==> src/rtl/mips_mc_control.sv <==
// mips_mc_control: multi-cycle MIPS control FSM.
// Steps FETCH/DECODE/EXEC/MEM/WB over one shared memory port that uses a req/ready handshake.
// Supports JAL and JR. Detects memory timeouts and parks the FSM in FAULT until reset.
// Outputs are decoded from the registered state (Moore), with three exceptions:
// ir_write and pc_write also qualify on mem_ready/zero, and illegal depends on the IR fields.
//
// Parameters: MEM_TIMEOUT (wait limit), TO_W (wait counter width), CNT_W (perf counter width)
// Ports:
//   clk, rst_n                  clock, async active-low reset
//   opcode, funct, zero         IR fields and ALU zero flag
//   mem_ready                   memory handshake done
//   mem_req, mem_we, iord       memory request, write strobe, address select
//   ir_write, pc_write, pc_src  IR/PC load controls
//   alu_src_a/b, alu_op         ALU operand and operation selects
//   reg_dst, mem_to_reg         regfile write address/data selects
//   reg_write                   regfile write enable
//   illegal                     one-cycle pulse on an undecodable instruction
//   mem_err                     sticky memory timeout indication
//   state                       current state (debug)
// Optional feature macro MIPS_MC_PERF_EN adds three counters:
//   cycle_cnt, instr_cnt, stall_cnt.
module mips_mc_control #(
  parameter int unsigned MEM_TIMEOUT = 255,
  parameter int unsigned TO_W        = 8,
  parameter int unsigned CNT_W       = 32
) (
  input  logic             clk,
  input  logic             rst_n,
  input  logic [5:0]       opcode,
  input  logic [5:0]       funct,
  input  logic             zero,
  input  logic             mem_ready,
  output logic             mem_req,
  output logic             mem_we,
  output logic             iord,
  output logic             ir_write,
  output logic             pc_write,
  output logic [1:0]       pc_src,
  output logic             alu_src_a,
  output logic [1:0]       alu_src_b,
  output logic [1:0]       alu_op,
  output logic [1:0]       reg_dst,
  output logic [1:0]       mem_to_reg,
  output logic             reg_write,
  output logic             illegal,
  output logic             mem_err,
`ifdef MIPS_MC_PERF_EN
  output logic [CNT_W-1:0] cycle_cnt,
  output logic [CNT_W-1:0] instr_cnt,
  output logic [CNT_W-1:0] stall_cnt,
`endif
  output logic [3:0]       state
);

  typedef enum logic [3:0] {
    StFetch   = 4'd0,
    StDecode  = 4'd1,
    StMemAddr = 4'd2,
    StMemRd   = 4'd3,
    StMemWb   = 4'd4,
    StMemWr   = 4'd5,
    StExec    = 4'd6,
    StRWb     = 4'd7,
    StBranch  = 4'd8,
    StJump    = 4'd9,
    StJal     = 4'd10,
    StJr      = 4'd11,
    StAddiEx  = 4'd12,
    StAddiWb  = 4'd13,
    StFault   = 4'd15
  } state_e;

  localparam logic [5:0] OpRtype = 6'h00;
  localparam logic [5:0] OpJ     = 6'h02;
  localparam logic [5:0] OpJal   = 6'h03;
  localparam logic [5:0] OpBeq   = 6'h04;
  localparam logic [5:0] OpBne   = 6'h05;
  localparam logic [5:0] OpAddi  = 6'h08;
  localparam logic [5:0] OpLw    = 6'h23;
  localparam logic [5:0] OpSw    = 6'h2B;
  localparam logic [5:0] FnJr    = 6'h08;

  state_e          state_q, state_d;
  logic [TO_W-1:0] wait_q, wait_d;
  state_e          dec_target;
  logic            dec_illegal;
  logic            stall;
  logic            timeout_hit;

  // Only FETCH, MEM_RD and MEM_WR raise mem_req, so a stall is a waiting memory state.
  assign stall       = (state_q == StFetch || state_q == StMemRd || state_q == StMemWr) &&
                       !mem_ready;
  // This is the MEM_TIMEOUT-th waiting cycle; a mem_ready in the same cycle clears stall and wins.
  assign timeout_hit = stall && (wait_q == TO_W'(MEM_TIMEOUT - 1));

  // Instruction decode, used only in DECODE.
  always_comb begin
    dec_target  = StFetch;
    dec_illegal = 1'b0;
    case (opcode)
      OpRtype: begin
        if (funct == FnJr) begin
          dec_target = StJr;
        end else if (funct inside {6'h20, 6'h22, 6'h24, 6'h25, 6'h2A}) begin
          dec_target = StExec;
        end else begin
          dec_illegal = 1'b1;
        end
      end
      OpLw, OpSw:   dec_target = StMemAddr;
      OpBeq, OpBne: dec_target = StBranch;
      OpJ:          dec_target = StJump;
      OpJal:        dec_target = StJal;
      OpAddi:       dec_target = StAddiEx;
      default:      dec_illegal = 1'b1;
    endcase
  end

  // State register.
  always_ff @(posedge clk or negedge rst_n) begin
    if (!rst_n) begin
      state_q <= StFetch;
      wait_q  <= '0;
    end else begin
      state_q <= state_d;
      wait_q  <= wait_d;
    end
  end

  // Next-state logic.
  always_comb begin
    state_d = state_q;
    case (state_q)
      StFetch: begin
        if (mem_ready)        state_d = StDecode;
        else if (timeout_hit) state_d = StFault;
      end
      StDecode:  state_d = dec_target;
      StMemAddr: state_d = (opcode == OpLw) ? StMemRd : StMemWr;
      StMemRd: begin
        if (mem_ready)        state_d = StMemWb;
        else if (timeout_hit) state_d = StFault;
      end
      StMemWr: begin
        if (mem_ready)        state_d = StFetch;
        else if (timeout_hit) state_d = StFault;
      end
      StExec:   state_d = StRWb;
      StAddiEx: state_d = StAddiWb;
      StMemWb, StRWb, StBranch, StJump, StJal, StJr, StAddiWb: state_d = StFetch;
      StFault:  state_d = StFault;
      default:  state_d = StFetch;
    endcase
    // The counter restarts whenever the state changes (entry to a memory state included) or ready is seen.
    wait_d = (stall && state_d == state_q) ? wait_q + 1'b1 : '0;
  end

  // Output decode.
  always_comb begin
    mem_req    = 1'b0;
    mem_we     = 1'b0;
    iord       = 1'b0;
    ir_write   = 1'b0;
    pc_write   = 1'b0;
    pc_src     = 2'd0;
    alu_src_a  = 1'b0;
    alu_src_b  = 2'd0;
    alu_op     = 2'd0;
    reg_dst    = 2'd0;
    mem_to_reg = 2'd0;
    reg_write  = 1'b0;
    illegal    = 1'b0;
    case (state_q)
      StFetch: begin
        mem_req   = 1'b1;
        alu_src_b = 2'd1;
        ir_write  = mem_ready;
        pc_write  = mem_ready;
      end
      StDecode: begin
        alu_src_b = 2'd3;
        illegal   = dec_illegal;
      end
      StMemAddr: begin
        alu_src_a = 1'b1;
        alu_src_b = 2'd2;
      end
      StMemRd: begin
        mem_req = 1'b1;
        iord    = 1'b1;
      end
      StMemWb: begin
        mem_to_reg = 2'd1;
        reg_write  = 1'b1;
      end
      StMemWr: begin
        mem_req = 1'b1;
        mem_we  = 1'b1;
        iord    = 1'b1;
      end
      StExec: begin
        alu_src_a = 1'b1;
        alu_op    = 2'd2;
      end
      StRWb: begin
        reg_dst   = 2'd1;
        reg_write = 1'b1;
      end
      StBranch: begin
        alu_src_a = 1'b1;
        alu_op    = 2'd1;
        pc_src    = 2'd1;
        pc_write  = (opcode == OpBeq && zero) || (opcode == OpBne && !zero);
      end
      StJump: begin
        pc_src   = 2'd2;
        pc_write = 1'b1;
      end
      StJal: begin
        reg_dst    = 2'd2;
        mem_to_reg = 2'd2;
        reg_write  = 1'b1;
        pc_src     = 2'd2;
        pc_write   = 1'b1;
      end
      StJr: begin
        pc_src   = 2'd3;
        pc_write = 1'b1;
      end
      StAddiEx: begin
        alu_src_a = 1'b1;
        alu_src_b = 2'd2;
      end
      StAddiWb: reg_write = 1'b1;
      default: ;
    endcase
  end

  assign mem_err = (state_q == StFault);
  assign state   = state_q;

`ifdef MIPS_MC_PERF_EN
  always_ff @(posedge clk or negedge rst_n) begin
    if (!rst_n) begin
      cycle_cnt <= '0;
      instr_cnt <= '0;
      stall_cnt <= '0;
    end else if (state_q != StFault) begin
      cycle_cnt <= cycle_cnt + 1'b1;
      if (state_d == StFetch && state_q != StFetch) instr_cnt <= instr_cnt + 1'b1;
      if (stall) stall_cnt <= stall_cnt + 1'b1;
    end
  end
`endif

endmodule

==> config.mk <==
export PLATFORM = sky130hd
export DESIGN_NAME = mips_mc_control
export DESIGN_NICKNAME = d
export VERILOG_FILES = /design/src/rtl/mips_mc_control.sv
export SDC_FILE = /design/constraint.sdc
export NUM_CORES = 1
export LEC_CHECK = 0
export ABC_AREA = 1
export CORE_MARGIN = 8
export CORE_UTILIZATION = 58
export CTS_BUF_LIST = sky130_fd_sc_hd__clkbuf_2 sky130_fd_sc_hd__clkbuf_4 sky130_fd_sc_hd__clkbuf_8
export DETAILED_ROUTE_END_ITERATION = 16
export DONT_BUFFER_PORTS = 1
export PLACE_DENSITY = 0.78
export SKIP_CTS_REPAIR_TIMING = 1
export SYNTH_ARGS = -nofsm -noshare
export SYNTH_HDL_FRONTEND = slang
export SYNTH_SLANG_ARGS = --single-unit
export TNS_END_PERCENT = 5
==> constraint.sdc <==
create_clock -name clk -period 1.76 [get_ports clk]
set_input_delay 0.176 -clock clk [delete_from_list [all_inputs] [get_ports clk]]
set_output_delay 0.176 -clock clk [all_outputs]
set_load 0.005 [all_outputs]
# After elaboration in Yosys (flattened, before gate mapping)
# Cells that the tools add are included.
[word_totals] regBits=12 in_bits=16 out_inout_bits=23 word_cells=81
[classes] add_sub_neg=1 eq_ne=29 muxes=26 n_reduce_logical=23
[ops] op="6-bit == test, second input constant" count=7
[ops] op="4-bit one-hot mux with 8 select lines" count=1
[ops] op="4-bit == test, second input constant" count=7
[ops] op="4-bit one-hot mux with 6 select lines" count=1
[ops] op="4-bit two-way mux" count=5
[ops] op="4-bit by 3-bit == test with 1-bit output, second input constant" count=4
[ops] op="6-bit by 2-bit == test with 1-bit output, second input constant" count=2
[ops] op="6-bit by 3-bit == test with 1-bit output, second input constant" count=2
[ops] op="6-bit by 4-bit == test with 1-bit output, second input constant" count=2
[ops] op="2-bit one-hot mux with 2 select lines" count=3
[ops] op="2-bit one-hot mux with 3 select lines" count=2
[ops] op="2-bit OR reduction" count=5
[ops] op="1-bit two-way mux" count=9
[ops] op="8-bit by 1-bit adder with 8-bit output, second input constant" count=1
[ops] op="4-bit by 2-bit == test with 1-bit output, second input constant" count=2
[ops] op="8-bit == test, second input constant" count=1
[ops] op="8-bit two-way mux" count=1
[ops] op="4-bit OR reduction" count=2
[ops] op="7-bit OR reduction" count=1
[ops] op="6-bit zero test" count=1
[ops] op="3-bit two-way mux" count=2
[ops] op="3-bit OR reduction" count=2
[ops] op="1-bit logical AND" count=5
[ops] op="5-bit nonzero test" count=1
[ops] op="other kinds (7)" count=10

# Depth between registers and ports, before layout
# Gate-level depths: netlist (run 1).
[logic_depth] depth_word=11 ltp_mapped=11 mapped_depth_nobuf=11

# Worst setup path before layout (run 1)
# OpenSTA, ideal clock, no wires.
[synth_timing] kind="register to register" startpoint="register state_q[2], in the netlist state[2]" endpoint="register wait_q[6]" setup_ns=0.121 arrival_ns=1.299 path_slack_ns=0.340 path_stages_with_launch=11 path_buffers=0 path_cell_list="dfrtp_1 nor2_2 nand3_2 nand3_2 nand3_2 nand2_1 inv_2 nand2_4 nand2_4 nand2_8 nor2_2"
[synth_via] elab_chain_len=11 elab_cells_between_ends=20 cone_classes="8 x eq/ne; 6 x mux; 6 x reduce/logical"
[synth_rtl] element="from (decl)" line_no="83" source="state_e state_q, state_d;"
[synth_rtl] element="from (signal assigned)" line_no="122" source="state_q <= StFetch;"
[synth_rtl] element="from (signal assigned)" line_no="125" source="state_q <= state_d;"
[synth_rtl] element="4-bit by 2-bit == test with 1-bit output or 4-bit zero test (tied branches)" line_no="91, 133"
[synth_rtl] element="1-bit logical OR (2 in series)" line_no="91" source="assign stall = (state_q == StFetch || state_q == StMemRd || state_q == StMemWr) &&"
[synth_rtl] element="1-bit logical AND" line_no="91"
[synth_rtl] element="1-bit logical AND" line_no="94" source="assign timeout_hit = stall && (wait_q == TO_W'(MEM_TIMEOUT - 1));"
[synth_rtl] element="4-bit two-way mux" line_no="136, 142, 146"
[synth_rtl] element="4-bit two-way mux, on equally long branches" line_no="145, 135, 141"
[synth_rtl] element="4-bit one-hot mux with 8 select lines *" line_no="133" source="case (state_q)"
[synth_rtl] element="named net state_d[3]" line_no="83"
[synth_rtl] element="4-bit == test *" line_no="155" source="wait_d = (stall && state_d == state_q) ? wait_q + 1'b1 : '0;"
[synth_rtl] element="1-bit logical AND *" line_no="155"
[synth_rtl] element="8-bit two-way mux *" line_no="155"
[synth_rtl] element="named net wait_d[6]" line_no="84" source="logic [TO_W-1:0] wait_q, wait_d;"
[synth_rtl] element="to (signal assigned)" line_no="126" source="wait_q <= wait_d;"
[synth_rtl] element="to (decl)" line_no="84"
# The timed path passes the listed nets; every way through them passes the cells marked *.

# Final worst setup path (run 1)
[layout_timing] startpoint="register state_q[2], in the netlist state[2]" endpoint="output illegal"
[layout_via] elab_chain_len=2
[layout_rtl] element="4-bit by 1-bit == test with 1-bit output" line_no="173" source="case (state_q)"
[layout_rtl] element="1-bit two-way mux" line_no="173"
[layout_rtl] element="to (decl)" line_no="45" source="output logic illegal,"
# No other way between the ends.

==> run_results.csv, run 1 <==
group,metric,value,unit
final_layout,nNetsFinal,186,
clock_tree,cts_root_buffer,"clkbuf_4",
global_routing,antenna_found_initial,0,
die,start_util,0.6262,
routing,finalWirelength,2621,um
timing,slew_violations,0,
setup_path,critPathTopFamily,"simple AND/OR/NAND/NOR gates",
setup_path,path_buf_inv,2,
yosys,synth.avg_cell_area,6.820,um2
final_layout,final_area,1202,um2
setup_path,cpPeakStageDelay,0.48,ns
timing,setup_viol,0,
yosys,ys_types,30,
final_layout,final.fill_count,162,
yosys,yosysSeqAreaShare,0.2718,
die,ios,39,
pwr,cellLeakagePower,0.6025,nW
clock_tree,cts_sinks,12,
routing,firstDrtPassIters,4,
timing,fin_ws,0.06764,ns
yosys,async_flop_share,1.000,
pwr,p_clk_frac,0.223,
setup_path,endpoint_kind,"output port",
clock_tree,clk_pin_slew_worst_paths,0.09,ns
place,dpl.hpwl,2080,um
pwr,combPwrFrac,0.421,
setup_path,cp-start-kind,"flip-flop",
pwr,switchingPower,0.4507,mW
die,die_w,59.65,um
yosys,syn-cell-area,1105,um2
die,core_region_area,1764,um2
global_routing,grt_pass1_wl,4126,um
clock_tree,htree_levels,1,
timing,finalHoldWorstSlack,0.1033,ns
final_layout,areaGrowthSynthToFinish,8.833,%
die,die_area,3558,um2
routing,vias,1041,
setup_path,worstPathArrival,1.52,ns
timing,post-route-period-util,0.9616,
routing,post_drt_wl_per_cell,13.65,um
routing,remaining_drc_errors,0,
final_layout,drive_above_1_share,0.2515,
job,cap_violations,0,
timing,worst_pin_slew,0.5553,ns
place,numPlacedInstances,187,
pwr,sequentialPowerShare,0.356,
clock_tree,cts_buffer_depth,2,
place,io_buffers,0,
yosys,synth-seq-cells,12,
timing,timing.fmax,590.9,MHz
pwr,vdd_drop_max,0.4700,mV
yosys,synthFlopType,"dfrtp_1",
die,die_y,59.65,um
clock_tree,numCtsBuffers,3,
yosys,synth_edf_count,0,
timing,rsz0062_at_grt,"true",
timing,layout_min_cycle_time,1.692,ns
global_routing,grt_max_degree,13,
setup_path,cp_max_fo,7,
routing,vias_per_cell,5.422,
final_layout,final_util,0.6816,
setup_path,critical_path_class,"flip-flop to output port",
place,dp_worst_setup_slack,0.1687,ns
routing,ant_nets,0,
global_routing,grt.total_usage,0.1496,
die,num_rows,15,
hold_path,hp-class,"primary input to flip-flop",
final_layout,final_cells,192,
outcome,status,"complete, no violations",
final_layout,diodes,0,
pwr,finalPower,1.023,mW
setup_path,crit_path_cell_trace,"nor2_4, inv_1, nor2_4, inv_1, nor3_2",
timing,skew,0.006937,ns
timing,finalSetupTns,0,ns
clock_tree,cts_tree,"built",
yosys,synth_nets,180,
pwr,intPower,0.5720,mW
global_routing,grt_overflow,0,
yosys,ys_warn_count,0,
place,post_dp_cell_area,1136,um2
global_routing,grt_pass1_vias,926,
pwr,switching_share,0.4407,
routing,drt_iter0_drc,34,
timing,hold_viol_final,0,
yosys,syn-instance-count,162,
pwr,pwr_density_cell,850.6,nW/um2
clock_tree,clock_latency,0.28,ns
place,gp_congestion,0.8855,
setup_path,cp.required,1.58,ns
timing,slew_headroom,0.6285,
setup_path,crit_path_top_delay_cell,"dfrtp_2",
==> path summary, 6_finish.rpt <==
check | start | endpoint | slack, ns | cells after the start
min in group asynchronous | rst_n | wait_q[7] | 0.32 | 1
hold / removal | opcode[0] | state[0] | 0.10 | 2
hold reg to reg | wait_q[0] | wait_q[0] | 0.50 | 1
max in group asynchronous | rst_n | state[1] | 1.05 | 1
setup reg to reg | state[2] | wait_q[4] | 0.21 | 10
setup / recovery | state[2] | illegal | 0.07 | 5
==> cells in the mapped netlist, types with 3 or more instances <==
cell type / n / area (um2)
nand3_2: 3 / 30.03
inv_1: 23 / 86.33
o211ai_1: 3 / 22.52
inv_2: 5 / 18.77
dfrtp_1: 12 / 300.3
nand2_1: 23 / 86.33
nand3_1: 15 / 75.07
o21ai_0: 6 / 30.03
nor2_1: 22 / 82.58
xor2_1: 4 / 35.03
nor2_2: 17 / 106.4
nor3_1: 4 / 20.02
==> layout by cell type (no fill, tap or decap), drive strengths merged, types with 2 or more instances in the layout <==
master | Yosys | routed
o21ai | 7 | 7
o211ai | 3 | 3
nand3 | 18 | 18
xnor2 | 2 | 2
nor2 | 40 | 40
dfrtp | 12 | 12
inv | 28 | 28
xor2 | 4 | 4
nand4 | 2 | 2
ha | 2 | 2
nand3b | 2 | 2
nor3 | 4 | 4
clkbuf | 0 | 4
nand2 | 28 | 28
a31oi | 2 | 2
==> routing by layer <==
metal  track usage  part of all wire
met2        0.2338              0.47
met3       0.04555             0.080
met1        0.1841              0.44
met4       0.06122            0.0057
met5             0                 0
==> cell type report <==
class	count	area, um2	area share
multi-input combinational	120	703.2	0.5848
sequential	12	305.3	0.2539
inverter	29	108.9	0.09053
clock buffer	4	36.28	0.03018
tap	25	31.28	0.02601
timing repair buffer	2	17.52	0.01457
==> flip-flops by register name (all words and copies together), names as in the netlist <==
register,flops
state,4
wait_q,8
==> cells by family after synthesis <==
| family | after synthesis | synth area share |
|---|---|---|
| and+or+nand+nor | 94 | 0.4473 |
| adders and majority gates | 2 | 0.02265 |
| DFF | 12 | 0.2718 |
| buffers and inverters | 30 | 0.1053 |
| AOI/OAI and AO/OA | 18 | 0.1053 |
| xor gates and xnor gates | 6 | 0.04756 |
==> power by group through the flow <==
stage | Sequential, mW | Combinational (mW) | Clock, mW
finish | 0.364 | 0.431 | 0.228
global route | 0.371 | 0.480 | 0.244
CTS | 0.359 | 0.404 | 0.230
detailed placement | 0.364 | 0.400 | 0
global placement | 0.362 | 0.396 | 0
floorplan | 0.352 | 0.333 | 0
(Power assumes the default switching activity.)
==> run 2: changes to the inputs <==
--- a/config.mk
+++ b/config.mk
@@ -8,9 +8,9 @@
 export ABC_AREA = 1
 export CORE_MARGIN = 8
 export CORE_UTILIZATION = 58
-export CTS_BUF_LIST = sky130_fd_sc_hd__clkbuf_2 sky130_fd_sc_hd__clkbuf_4 sky130_fd_sc_hd__clkbuf_8
 export DETAILED_ROUTE_END_ITERATION = 16
 export DONT_BUFFER_PORTS = 1
+export HOLD_SLACK_MARGIN = 0.05
 export PLACE_DENSITY = 0.78
 export SKIP_CTS_REPAIR_TIMING = 1
 export SYNTH_ARGS = -nofsm -noshare
==> constraint.sdc (replaced) <==
create_clock -name clk -period 1.76 [get_ports clk]
set_input_delay 0.176 -clock clk [delete_from_list [all_inputs] [get_ports clk]]
set_output_delay 0.176 -clock clk [all_outputs]
set_load 0.05 [all_outputs]
==> run 2 against run 1 <==
Compared with the run above: the flow now finishes with violations (negative setup slack); clock power shrank 3%; critical path depth increased by 2; global-route usage grew 3.7 points; sequential share of layout area down 5.5 points; die area unchanged.
==> run_results.csv, run 2 (synthesis results as in run 1) <==
group,metric,value,unit
place,dpl.hpwl,2784,um
setup_path,critical_path_class,"flip-flop to output port",
place,post_dp_cell_area,1408,um2
die,die_y,59.65,um
setup_path,r2r_slack,0.12,ns
global_routing,grt_overflow,0,
global_routing,grt_max_degree,13,
final_layout,mostFrequentLayoutCells,"buf_4 (24), nand2_1 (23), inv_1 (20)",
timing,skew,0.01105,ns
pwr,vdd_drop_max,0.9509,mV
routing,vias,1276,
global_routing,grt_pass1_wl,5195,um
die,ios,39,
routing,drt_iter0_drc,47,
hold_path,hp-class,"primary input to flip-flop",
outcome,violations,"negative setup slack",
timing,slew_headroom,0.6226,
setup_path,endpoint_kind,"output port",
final_layout,final_area,1525,um2
timing,finalSetupTns,-0.01118,ns
final_layout,top_register,"wait_q",
clock_tree,numCtsBuffers,3,
timing,fin_ws,-0.01118,ns
die,start_util,0.6262,
final_layout,diodes,0,
timing,worst_pin_slew,0.5643,ns
final_layout,areaGrowthSynthToFinish,38.05,%
timing,layout_min_cycle_time,1.771,ns
routing,ant_nets,0,
clock_tree,htree_levels,1,
timing,rsz0062_at_grt,"true",
setup_path,cp-start-kind,"flip-flop",
clock_tree,cts_sinks,12,
place,io_buffers,0,
timing,hold_viol_final,0,
timing,slew_violations,0,
timing,post-route-period-util,1.006,
final_layout,final.fill_count,110,
pwr,pwr_density_cell,1102,nW/um2
routing,finalWirelength,3729,um
clock_tree,clock_latency,0.28,ns
final_layout,layout_commonest_cell,"buf_4",
global_routing,grt_pass1_vias,1168,
final_layout,largest_reg_flops,8,
die,die_w,59.65,um
setup_path,cp.required,1.58,ns
timing,timing.fmax,564.6,MHz
global_routing,antenna_found_initial,0,
pwr,cellLeakagePower,0.7725,nW
routing,vias_per_cell,5.774,
place,dp_worst_setup_slack,0.1511,ns
final_layout,ff_latch_area,304.0,um2
final_layout,nNetsFinal,215,
timing,setup_viol,1,
place,gp_congestion,0.9044,
setup_path,worstPathArrival,1.60,ns
die,die_area,3558,um2
clock_tree,cts_tree,"built",
routing,post_drt_wl_per_cell,16.87,um
global_routing,grt.total_usage,0.1866,
die,num_rows,15,
die,core_region_area,1764,um2
job,cap_violations,0,
final_layout,drive_above_1_share,0.3929,
outcome,status,"complete, but fails checks",
timing,finalHoldWorstSlack,0.1253,ns
routing,firstDrtPassIters,4,
final_layout,multi_input_area,743.2,um2
clock_tree,cts_buffer_depth,2,
clock_tree,cts_root_buffer,"clkbuf_4",
routing,remaining_drc_errors,0,
setup_path,cp_max_fo,4,
clock_tree,clk_pin_slew_worst_paths,0.07,ns
## run 2: final timing paths
path / end / startpoint / depth (start not counted)
setup / recovery: illegal / state[0] / 7
hold / removal: state[0] / opcode[0] / 2
setup reg to reg: wait_q[0] / state[3] / 11
hold reg to reg: wait_q[0] / wait_q[0] / 1
max in group asynchronous: state[0] / rst_n / 1
min in group asynchronous: wait_q[7] / rst_n / 1
## run 2: per-layer routing
layer,share of wire,GRT usage,vias to the layer above
met5,0,0,-
met3,0.093,0.06074,16
met2,0.52,0.3415,68
met4,0.032,0.04422,0
li1,-,-,582
met1,0.36,0.1990,610
## run 2: worst max-delay path, cell delays in order (launching register included)
cell and delay [ns]:
dfrtp_2 0.44, inv_2 0.08, nor2_4 0.16, inv_1 0.10, nor2_4 0.12, inv_2 0.06
nor3_4 0.20, buf_12 0.16
## run 2: where the power goes
group	switching, mW	internal (mW)	total, mW
clock	0.0953	0.126	0.221
sequential	0.0554	0.309	0.364
combinational	0.724	0.372	1.10
## run 2: cell type report
type                    count  share of cell area
multi-input cells         120              0.4873
clock buffers               4             0.02379
repair buffers             31              0.1977
inverters                  29             0.07137
flip-flops and latches     12              0.1993
well taps                  25             0.02051
## run 2: metrics by stage
| step | utilization | instances | power [mW] |
|---|---|---|---|
| 6_report | 0.8645 | 221 | 1.681 |
| 3_5_place_dp | 0.7979 | 210 | 1.331 |
| 2_1_floorplan | - | 162 | 1.027 |
| 4_1_cts | 0.8184 | 214 | 1.551 |
| 3_3_place_gp | 0.7979 | 210 | 1.306 |
| 5_1_grt | 0.8645 | 221 | 1.741 |
==> RTL change 1 (flow settings as in run 1) <==
Add a define of `MIPS_MC_PERF_EN`.
--- a/src/rtl/mips_mc_control.sv
+++ b/src/rtl/mips_mc_control.sv
@@ -21,2 +21,4 @@
 //   cycle_cnt, instr_cnt, stall_cnt.
+`define MIPS_MC_PERF_EN
+
 module mips_mc_control #(
Behaviour (old outputs only; new: cycle_cnt, instr_cnt and stall_cnt): unchanged (equiv_simple and equiv_induct, registers matched by name and starting in step).
==> RTL change 1 against run 1 <==
- the flow now finishes with violations (negative hold slack, negative setup slack)
- critical path depth is 2 higher
- routed wire length rose to 6.9 times the old value
- sequential share of layout area increased by 8.0 points
- sequential cell count is 96 higher
- final area grew to 6.7 times the old value
- area after synthesis grew to 6.0 times the old value
- power increased to 7.9 times the old value
- die area grew to 4.3 times the old value
- worst setup slack lost 0.23 ns
- highest routed layer unchanged
==> RTL change 1: results (changes against run 1) <==
| Metric | Value |
|---|---|
| Clk Latency, worst-skew pair | `0.39 ns (+0.11 ns)` |
| DR pass1 iterations | `5 (+1)` |
| CTS max path bufs | `2 (unchanged)` |
| CP Max Fanout | `5 (-2)` |
| Worst slack, placed | `-0.2147 ns (-0.3834 ns)` |
| Final net count | `1054 (+470%)` |
| Async set or reset register ratio after synthesis | `1.000 (unchanged)` |
| Num CTS Buffers | `9 (+6)` |
| Sw Share | `0.3917 (-0.04904)` |
| Synth cell count leaders | `nand2_1 (300), nor2_1 (123), dfrtp_1 (108)` |
| Ant. Diodes | `0 (unchanged)` |
| Clock Skews | `0.01410 ns (+0.007167 ns)` |
| Status | `finished, violations left` |
| WL final | `18.01 mm (+590%)` |
| Sum Neg Setup Slack | `-5.431 ns (-5.431 ns)` |
| Biggest regs | `cycle_cnt: 32 flops, instr_cnt: 32 flops, stall_cnt: 32 flops` |
| H-tree Lvls | `3 (+2)` |
| Worst VDD drop | `0.8580 mV (+83%)` |
| # setup viols final | `51 (+51)` |
| Via Count | `6330 (+510%)` |
| Final-report hold violation count | `108 (+108)` |
| Worst setup margin | `-0.1651 ns (-0.2327 ns)` |
| RePlAce Congestion | `0.9288 (+4.9%)` |
| Final HPWL DP | `13.36 mm (+540%)` |
| Worst stage delay on the critical path | `between 0.4 and 0.5 ns` |
| Violated checks | `negative hold slack, negative setup slack` |
| Synth cell types | `32 (+6.7%)` |
| Vias in the first global route | `5934 (+540%)` |
| Antenna viol nets, final | `0 (unchanged)` |
| Top cells by area, synth | `dfrtp_1 (40%), nand2_1 (17%), xor2_1 (7.7%)` |
| DRT iter0 DRCs | `528 (+1500%)` |
| Syn nets | `945 (+430%)` |
| Arr. time, crit path | `1.75 ns (+0.23 ns)` |
| Synthesis warning total | `0 (unchanged)` |
| Layout cell share with drive strength beyond 1 | `0.1927 (-0.05882)` |
| Clk slew on worst S/H paths | `0.10 ns` |
| Global-route usage over all layers | `0.2322 (+0.08263)` |
| Hold Crit Class | `in2async` |
| First-pass GRT wire length | `28.26 mm (+580%)` |
| Hold_ws | `-0.5285 ns (-0.6319 ns)` |
| Pin count of the biggest net entering global routing | `109 (+96)` |
| Number of flops mapped to enable cells by yosys | `0 (unchanged)` |
| Port bufs | `0 (unchanged)` |
| Leak Pwr | `4.054 nW (+570%)` |
| Max-slew headroom | `0.7328 (+0.1043)` |
| Post-synthesis sequential area ratio | `0.4046 (+0.1328)` |
| Root buffer cell | `clkbuf_8` |
[RTL change 1: cell types whose count changed after synthesis, sizes merged, moves of 6 or more]
| cell | delta |
|---|---|
| nor3 | +42 |
| nand4 | +17 |
| xor2 | +55 |
| inv | +59 |
| o21ai | +7 |
| nor4 | +6 |
| nand3 | +64 |
| dfrtp | +96 |
| nand2 | +276 |
| xnor2 | +28 |
| nor2 | +90 |
| buf | +10 |
[RTL change 1: cell families after synthesis]
logic type      after synthesis  synth area share
compound gates               21           0.01761
xor+xnor                     89            0.1167
fa+ha+maj                     5          0.009367
buf+inv                     104           0.06632
flops                       108            0.4046
simple gates                597            0.3854
[RTL change 1: final cells by class]
class                      instances  area [µm²]
multi-input combinational        712        3750
clock inverter                     5       60.06
fill                             900        3211
clock buffer                      11       145.1
tap                              143       178.9
inverter                          88       334.1
sequential                       108        2711
timing repair buffer             114       930.9
[RTL change 1: worst max-delay path, delay by kind of cell (launching register included)]
kind / cells / cell delay [ns]
flip-flops: 1 / 0.47
AND/OR/NAND/NOR: 2 / 0.11
AO/OA/AOI/OAI: 1 / 0.35
buffers and inverters: 4 / 0.44
[RTL change 1: worst paths after layout]
| kind | start | to | slack, ns | cells past startpoint |
|---|---|---|---|---|
| max | state[3] | pc_write | -0.17 | 7 |
| min | rst_n | wait_q[4] | -0.53 | 0 |
| max reg2reg | state[0] | instr_cnt[13] | -0.17 | 13 |
| min reg2reg | wait_q[0] | wait_q[0] | 0.54 | 2 |
| max in group asynchronous | rst_n | stall_cnt[23] | 2.09 | 0 |
| min in group clk | mem_ready | state[0] | 0.06 | 4 |
[RTL change 1: power groups by stage]
stage | clock (mW) | combinational (mW) | sequential (mW)
5_1_grt | 1.73 | 3.69 | 3.10
6_report | 1.60 | 3.37 | 3.06
4_1_cts | 1.63 | 3.11 | 3.03
2_1_floorplan | 0 | 1.72 | 3.11
3_3_place_gp | 0 | 3.05 | 3.06
3_5_place_dp | 0 | 3.09 | 3.07
[RTL change 1: per-stage QoR]
stage	utilization	cell area [µm²]	total power, mW	std cells
floorplan	-	6679	4.826	924
global placement	0.6703	7589	6.114	1155
detailed placement	0.6703	7589	6.167	1155
CTS	0.6884	7794	7.765	1171
global route	0.7164	8110	8.515	1181
finish	0.7164	8110	8.037	1181
[RTL change 1: layer usage]
layer | global-route usage | share of wire
met5 | 0 | 0
met4 | 0.09029 | 0.024
met3 | 0.06895 | 0.087
met2 | 0.3799 | 0.49
met1 | 0.2838 | 0.40
==> RTL change 2 (settings of run 1) <==
Made on the original files. Put a register stage on the output `mem_err`, without a reset. The value now appears one clock later. The other outputs are not delayed to match.
--- a/src/rtl/mips_mc_control.sv
+++ b/src/rtl/mips_mc_control.sv
@@ -238,3 +238,5 @@
 
-  assign mem_err = (state_q == StFault);
+  always_ff @(posedge clk) begin
+    mem_err <= (state_q == StFault);
+  end
   assign state   = state_q;
Behaviour: same outputs for any inputs over 10 cycles, from zero or initial values and one cycle with rst_n low; that may be too few to reach the edited logic, so the function may still have changed.
==> RTL change 2 against run 1 <==
- count of clock-buffer cells in the layout unchanged
- routed wire length decreased by 0.88%
- sequential cell count increased by 1
- core utilization decreased by 4.1 points
- power decreased by 1.6%
- worst setup slack improved by 0.044 ns
- global-route usage increased by 1.4 points
- area after synthesis increased by 1.8%
- clock power decreased by 15%
- final area increased by 1.2%
- synthesized cell count increased by 0.62%
- hold slack improved by 0.060 ns
- first-iteration DRC count decreased by 18%
- critical path type unchanged
- largest power group unchanged
==> RTL change 2: results (changes against run 1) <==
| Metric | Value |
|---|---|
| Layout cell share with drive strength beyond 1 | `0.2500 (-0.001497)` |
| Clk slew on worst S/H paths | `0.07 ns (-0.02 ns)` |
| Synth cell types | `31 (+3.3%)` |
| Final net count | `187 (+0.54%)` |
| WL final | `2.598 mm (-0.88%)` |
| Top cells by area, synth | `dfrtp_1 (27%), nor2_2 (9.5%), inv_1 (7.7%)` |
| Leak Pwr | `0.6072 nW (+0.79%)` |
| Slowest-stage cell, CP | `dfrtp_1` |
| Global-route usage over all layers | `0.1634 (+0.01383)` |
| Async set or reset register ratio after synthesis | `0.9231 (-0.07692)` |
| RePlAce Congestion | `0.9052 (+2.2%)` |
| Post-synthesis sequential area ratio | `0.2848 (+0.01296)` |
| Actual slew at the worst max-slew pin | `0.5225 ns (-0.03282 ns)` |
| Vias in the first global route | `1071 (+16%)` |
| First-pass GRT wire length | `4.581 mm (+11%)` |
| Clock Skews | `0.001767 ns (-0.005169 ns)` |
| Synthesis warning total | `0 (unchanged)` |
| Area of the mapped netlist | `0.001125 mm² (+1.8%)` |
| CP Max Fanout | `8 (+1)` |
| Reg-to-reg startpoint | `state[1]` |
| Worst VDD drop | `0.3986 mV (-15%)` |
| Status | `complete, no violations` |
| Worst slack, placed | `0.1307 ns (-0.03801 ns)` |
| DRT iter0 DRCs | `28 (-18%)` |
| Syn nets | `181 (+0.56%)` |
| Arr. time, crit path | `1.47 ns (-0.05 ns)` |
| Final HPWL DP | `2.160 mm (+3.8%)` |
## RTL change 2: changes by cell type after synthesis, sizes merged
| cell | delta |
|---|---|
| dfxtp | +1 |
## RTL change 2: stage by stage
stage          utilization  total power, mW  area [µm²]  cells
2_1_floorplan            -           0.7085        1125    163
3_3_place_gp        0.6092           0.7784        1159    190
3_5_place_dp        0.6092           0.7843        1159    190
4_1_cts             0.6250           0.9843        1189    194
5_1_grt             0.6401            1.090        1217    195
6_report            0.6401            1.006        1217    195
## RTL change 2: cells by family after synthesis
kind of cell,share of synthesized area
fa+ha+maj,0.02224
buf+inv,0.1034
flops,0.2848
simple gates,0.4394
compound gates,0.1035
xor+xnor,0.04672
## RTL change 2: layout make-up
class                      count  area [µm²]  share of cell area
sequential                    13       324.1              0.2662
tap                           27       33.78             0.02775
inverter                      29       108.9             0.08941
clock buffer                   4       30.03             0.02467
timing repair buffer           2       17.52             0.01439
multi-input combinational    120       703.2              0.5776
## RTL change 2: path summary, 6_finish.rpt
| kind | slack, ns | end | cells past startpoint |
|---|---|---|---|
| setup / recovery | 0.11 | illegal | 5 |
| min in group asynchronous | 0.31 | state[2] | 1 |
| setup reg to reg | 0.21 | wait_q[5] | 10 |
| hold / removal | 0.16 | state[0] | 2 |
| max in group asynchronous | 1.07 | state[0] | 1 |
| hold reg to reg | 0.52 | wait_q[0] | 1 |
## RTL change 2: metal layers
metal / routed length [µm] / GRT usage / vias to the layer above
li1: - / - / 527
met1: 1020 / 0.1667 / 476
met2: 1382 / 0.3077 / 38
met3: 194 / 0.04731 / 0
met4: 0 / 0.05102 / 0
met5: 0 / 0 / -
## RTL change 2: power by group
group,switching (mW),internal (mW)
combinational,0.292,0.134
clock,0.0904,0.103
sequential,0.0552,0.331
total,0.438,0.569
